File: config.mk
export PLATFORM = sky130hd
export DESIGN_NAME = conv_window_gen_flat
export DESIGN_NICKNAME = d
export VERILOG_FILES = /design/src/rtl/conv_window_gen_if.sv /design/src/rtl/conv_window_gen.sv /design/src/flat_wrapper.sv
export SDC_FILE = /design/constraint.sdc
export NUM_CORES = 1
export LEC_CHECK = 0
export CAP_MARGIN = 20
export CORE_AREA = 2 2 167 169
export DETAILED_ROUTE_END_ITERATION = 7
export DIE_AREA = 0 0 169 171
export PLACE_DENSITY = 0.72
export SYNTH_ARGS = -nofsm -noshare
export SYNTH_HDL_FRONTEND = slang
export SYNTH_SLANG_ARGS = --single-unit
export TNS_END_PERCENT = 50
File: constraint.sdc
create_clock -name clk -period 3 [get_ports clk]
set_clock_uncertainty 0.1 [all_clocks]
set_input_delay 0.3 -clock clk [delete_from_list [all_inputs] [get_ports clk]]
set_output_delay 0.3 -clock clk [all_outputs]
set_load 0.01 [all_outputs]
File: src/rtl/conv_window_gen_if.sv
// Pixel-stream interface for conv_window_gen.
//   i_pixel/i_valid/i_sof : raster-order pixel stream into the window generator
//   o_window/o_valid/o_frame_done : 3x3 window stream out to the MAC stage
// master drives the pixel stream and observes the window outputs;
// slave is the window generator itself.
interface conv_window_gen_if #(
  parameter int NB_PIXEL = 8
);
  logic [NB_PIXEL-1:0]   i_pixel;
  logic                  i_valid;
  logic                  i_sof;
  logic [9*NB_PIXEL-1:0] o_window;
  logic                  o_valid;
  logic                  o_frame_done;

  modport master (
    output i_pixel, i_valid, i_sof,
    input  o_window, o_valid, o_frame_done
  );

  modport slave (
    input  i_pixel, i_valid, i_sof,
    output o_window, o_valid, o_frame_done
  );
endinterface

File: src/rtl/conv_window_gen.sv
// conv_window_gen: two-line buffer plus 3x3 register window for a raster
// pixel stream. Every accepted pixel whose full 3x3 neighbourhood lies inside
// the image produces a valid window one clock later (no border padding).
//   clk      : system clock, rising edge
//   i_rst_n  : asynchronous active-low reset
//   bus      : conv_window_gen_if.slave
//     i_pixel/i_valid/i_sof   pixel in, qualifier, start of frame
//     o_window                9 pixels, slice k = 3*wr + wc, k=8 is newest
//     o_valid                 o_window is a complete in-image window
//     o_frame_done            pulse after the last pixel of a frame
module conv_window_gen #(
  parameter int NB_PIXEL   = 8,
  parameter int IMG_WIDTH  = 16,
  parameter int IMG_HEIGHT = 16
) (
  input  logic              clk,
  input  logic              i_rst_n,
  conv_window_gen_if.slave  bus
);

  localparam int CW = $clog2(IMG_WIDTH);
  localparam int RW = $clog2(IMG_HEIGHT);
  localparam logic [CW-1:0] COL_LAST = CW'(IMG_WIDTH - 1);
  localparam logic [RW-1:0] ROW_LAST = RW'(IMG_HEIGHT - 1);

  logic [CW-1:0] col, col_nxt, eff_col;
  logic [RW-1:0] row, row_nxt, eff_row;
  logic          accept;
  logic          win_in_image;
  logic          frame_last;
  logic          valid_q;
  logic          frame_done_q;

  logic [NB_PIXEL-1:0] lb0 [IMG_WIDTH];
  logic [NB_PIXEL-1:0] lb1 [IMG_WIDTH];
  logic [NB_PIXEL-1:0] win [3][3];

  assign accept = bus.i_valid;

  // Coordinates of the pixel being accepted: i_sof overrides the counters so
  // the current pixel is (0,0) and counting resumes from (0,1).
  always_comb begin
    eff_col = col;
    eff_row = row;
    if (bus.i_sof) begin
      eff_col = '0;
      eff_row = '0;
    end
    col_nxt = eff_col + 1'b1;
    row_nxt = eff_row;
    if (eff_col == COL_LAST) begin
      col_nxt = '0;
      row_nxt = (eff_row == ROW_LAST) ? '0 : eff_row + 1'b1;
    end
    win_in_image = (eff_row >= RW'(2)) && (eff_col >= CW'(2));
    frame_last   = (eff_row == ROW_LAST) && (eff_col == COL_LAST);
  end

  always_ff @(posedge clk or negedge i_rst_n) begin
    if (!i_rst_n) begin
      col          <= '0;
      row          <= '0;
      valid_q      <= 1'b0;
      frame_done_q <= 1'b0;
      for (int unsigned wr = 0; wr < 3; wr++) begin
        for (int unsigned wc = 0; wc < 3; wc++) begin
          win[wr][wc] <= '0;
        end
      end
    end else begin
      valid_q      <= accept && win_in_image;
      frame_done_q <= accept && frame_last;
      if (accept) begin
        col <= col_nxt;
        row <= row_nxt;
        for (int unsigned wr = 0; wr < 3; wr++) begin
          win[wr][0] <= win[wr][1];
          win[wr][1] <= win[wr][2];
        end
        win[0][2] <= lb0[eff_col];
        win[1][2] <= lb1[eff_col];
        win[2][2] <= bus.i_pixel;
      end
    end
  end

  // Line buffers are never read before being rewritten in a new frame's
  // first two rows, so they carry no reset.
  always_ff @(posedge clk) begin
    if (accept) begin
      lb1[eff_col] <= bus.i_pixel;
      lb0[eff_col] <= lb1[eff_col];
    end
  end

  always_comb begin
    bus.o_window = '0;
    for (int unsigned wr = 0; wr < 3; wr++) begin
      for (int unsigned wc = 0; wc < 3; wc++) begin
        bus.o_window[NB_PIXEL*(3*wr+wc) +: NB_PIXEL] = win[wr][wc];
      end
    end
  end

  assign bus.o_valid      = valid_q;
  assign bus.o_frame_done = frame_done_q;

endmodule
File: src/flat_wrapper.sv
// flat-port wrapper written by rule: the top's interface ports become plain ports
module conv_window_gen_flat 
#(
  parameter int NB_PIXEL   = 8,
  parameter int IMG_WIDTH  = 16,
  parameter int IMG_HEIGHT = 16
)
  (clk, i_rst_n, bus_i_pixel, bus_i_valid, bus_i_sof, bus_o_window, bus_o_valid, bus_o_frame_done);
  conv_window_gen_if #(.NB_PIXEL(NB_PIXEL)) bus_i ();
  input  logic clk;
  input  logic i_rst_n;
  input wire logic [$bits(bus_i.i_pixel)-1:0] bus_i_pixel;
  input wire logic [$bits(bus_i.i_valid)-1:0] bus_i_valid;
  input wire logic [$bits(bus_i.i_sof)-1:0] bus_i_sof;
  output wire logic [$bits(bus_i.o_window)-1:0] bus_o_window;
  output wire logic [$bits(bus_i.o_valid)-1:0] bus_o_valid;
  output wire logic [$bits(bus_i.o_frame_done)-1:0] bus_o_frame_done;
  assign bus_i.i_pixel = bus_i_pixel;
  assign bus_i.i_valid = bus_i_valid;
  assign bus_i.i_sof = bus_i_sof;
  assign bus_o_window = bus_i.o_window;
  assign bus_o_valid = bus_i.o_valid;
  assign bus_o_frame_done = bus_i.o_frame_done;
  conv_window_gen #(.NB_PIXEL(NB_PIXEL), .IMG_WIDTH(IMG_WIDTH), .IMG_HEIGHT(IMG_HEIGHT)) u_core (.clk(clk), .i_rst_n(i_rst_n), .bus(bus_i));
endmodule
==> results.json <==
{
  "intPower_uw": 8770,
  "powerDensity_mw_per_mm2": 728,
  "relSlewSlack_pct": 49.8,
  "cp_common_cell": "buf_4",
  "dpl.cell_count": 1284,
  "switchingPower_uw": 2900,
  "min_period_over_period_pct": 89.0,
  "drt_iter0_drc": 777,
  "ys_seq_area_share_pct": 72.6,
  "post-place-ws_ns": 0.264,
  "cts.clk_slew.worst_paths_ns": 0.06,
  "netlist_area_mm2": 0.0134,
  "grt-ovfl-total": 0,
  "swShare_pct": 24.8,
  "holdCritPathClass": "input port to register",
  "die_area_mm2": 0.0289,
  "comb_power_share_pct": 16.6,
  "netlist_top_cells_area": "edfxtp_1 (57%), dfrtp_1 (15%), mux2_2 (5.0%)",
  "num_vias": 7884,
  "grt_pass1_wl_mm": 44.5,
  "post_drt_via_cell_ratio": 5.86,
  "drtPass1Iterations": 5,
  "post_cts.repair.setup_buffers": 0,
  "antenna_found_initial": 0,
  "final_cells": 1345,
  "synth_top_cell_area_share_pct": 57.3,
  "worst_skew_pair.late_latency_ns": 0.51,
  "layout-drive-gt1-share_pct": 19.2,
  "core_area_mm2": 0.0273,
  "synth.distinct_cells": 59,
  "clock_sinks": 338,
  "fillers": 2017,
  "wl_per_cell_um": 21.9,
  "hold_viol": 0,
  "pwr-share-clk_pct": 34.4,
  "yosysTopAreaCell": "edfxtp_1",
  "synth_edf_count": 256,
  "drt_wl_total_mm": 29.4,
  "hpwl_mm": 18.8,
  "io_pins": 86,
  "initial_core_util_pct": 49.1,
  "areaGrowthSynthToFinish_pct": 19.4,
  "slew_viol_final": 0,
  "nets": 989,
  "final_cell_mix": "edfxtp_1 (256), clkdlybuf4s50_1 (83), dfrtp_1 (80), nand2_1 (73), mux2_2 (59)",
  "diodes": 0,
  "cp_top_family": "flip-flops",
  "htreeDepth": 2,
  "yosysWarnings": 0,
  "fp.dieW_um": 169,
  "cts_root_buf": "clkbuf_16",
  "start_kind": "register",
  "p_leak_uw": 0.00568,
  "cp_slowest_cell": "dfrtp_4",
  "cp.required_ns": 3.13,
  "portBuffers": 85,
  "mostFrequentLayoutCell": "edfxtp_1",
  "grt_pass1_vias": 7467,
  "rsz0062_at_grt": "no",
  "period_needed_ns": 2.67,
  "numCtsBuffers": 34,
  "cp-end-kind": "register",
  "slowest_delay_ns": 0.75,
  "die_h_um": 171,
  "drv_cap": 0,
  "clockBufferDepth": 3,
  "grt_max_degree": 60,
  "tightestPinTransition_ns": 0.750,
  "drtAntennaViolNets": 0,
  "setup_tns_ns": 0,
  "cp_max_fo": 28,
  "critPathBufInv": 2,
  "ir_worst_vdd_v": 0.000369,
  "path_cells": "buf_4, mux4_2, a22oi_1, nand2_1, buf_4",
  "synth_area_per_cell_um2": 15.8,
  "fmax_mhz": 375,
  "ys_async_sr_fraction_pct": 24.3,
  "place_congestion": 0.836,
  "placementRows": 61,
  "crit_arrival_ns": 2.80,
  "status": "completed",
  "ys_seq_elements": 338,
  "drcViolationCount": 0,
  "synth_ff_type": "edfxtp_1",
  "syn_inst": 851,
  "syn_nets": 865,
  "finalSetupViolations": 0,
  "cts_tree": "built",
  "gr-usage-all-layers_pct": 20.4,
  "setup_slack_ns": 0.330,
  "crit_type": "register to register",
  "pwr-share-seq_pct": 49.0
}
==> state kept, by name, indices dropped and copies added (netlist names) <==
name / count
u_core.bus.o_valid: 1
u_core.row: 4
u_core.lb1: 128
u_core.bus.o_frame_done: 1
u_core.bus.o_window: 72
u_core.lb0: 128
u_core.col: 4
==> per-stage QoR <==
step                      utilization [%]  power [uW]  instance area, um^2  hold slack (ns)
after floorplan                         -        6730                13400          -0.0956
after global placement               54.7        7710                14900            0.271
after detailed placement             54.7        7740                14900            0.271
after CTS                            58.6       11800                16000           0.0175
after global routing                 58.6       12100                16000           0.0332
final                                58.6       11700                16000           0.0359
==> worst register-to-register path: cells and delay by family, from the launching register on <==
kind,cells,cell delay [ns]
AOI/OAI and AO/OA,1,0.29
buffers and inverters,2,0.54
DFF,1,0.75
muxes,1,0.57
and+or+nand+nor,1,0.15
==> metal layers <==
metal / vias to the layer above / global-route usage (%) / routed length, um
met4: 0 / 5.46 / 512
li1: 3539 / - / -
met2: 376 / 30.9 / 13400
met3: 43 / 3.59 / 2500
met5: - / 0 / 0
met1: 3926 / 30.8 / 13100
==> cells in the mapped netlist (all sizes together) (3+ instances only) <==
master  count
edfxtp    256
dfrtp      82
nand2      73
mux2       59
mux2i      40
nor2       40
nor2b      36
buf        34
a211oi     24
clkbuf     24
a311oi     21
a21oi      19
a311o      14
a22oi      10
o21ai       9
a32oi       8
nand3       8
o221ai      8
or2         8
o41a        7
a41oi       6
inv         6
mux4        6
nor3b       6
o22ai       5
nor3        4
o21bai      4
xnor2       4
nand3b      3
==> final timing paths <==
kind                                         start                 endpoint  slack [ns]  depth (start not counted)
max                                  u_core.col[0]        u_core.lb0[14][1]        0.33                          5
min in group asynchronous                  i_rst_n  u_core.bus.o_window[53]        0.29                          2
min                                    bus_i_valid  u_core.bus.o_window[16]        0.04                          2
min reg2reg                u_core.bus.o_window[28]  u_core.bus.o_window[28]        0.40                          1
max reg2reg                          u_core.col[0]        u_core.lb0[14][1]        0.33                          5
max in group asynchronous                  i_rst_n  u_core.bus.o_frame_done        1.81                          3
==> kinds of logic (layout without fill, tap and decap cells) <==
logic type	count (synthesis)	in the layout	share of synthesized area [%]
AOI/OAI and AO/OA	149	149	8.74
and+or+nand+nor	188	188	6.83
xor gates and xnor gates	4	4	0.261
DFF	338	338	72.6
buffers and inverters	65	213	2.47
adders and majority gates	2	2	0.186
muxes	105	105	8.94
==> layout make-up <==
cell class                 count  area, um^2  share of cell area [%]
clock inverter                10        81.3                   0.508
sequential                   338        9740                    60.8
tap                          346         433                    2.70
clock buffer                  50         986                    6.15
timing repair buffer         146        1390                    8.70
inverter                       7        31.3                   0.195
multi-input combinational    448        3350                    20.9
==> power by group through the flow <==
stage / registers [uW] / clock network [uW] / logic [uW]
4_1_cts: 5720 / 4090 / 1940
2_1_floorplan: 5840 / 0 / 897
6_report: 5720 / 4010 / 1940
3_5_place_dp: 5810 / 0 / 1930
5_1_grt: 5760 / 4280 / 2070
3_3_place_gp: 5800 / 0 / 1900
==> what timing repair did <==
| action | 4_1_cts | 5_1_grt |
|---|---|---|
| endpoints found under the hold margin | 46 | 0 |
| resized for setup | 0 | 0 |
| hold buffers | 1 | 0 |
No activity file was read; power rests on OpenSTA's default activity.
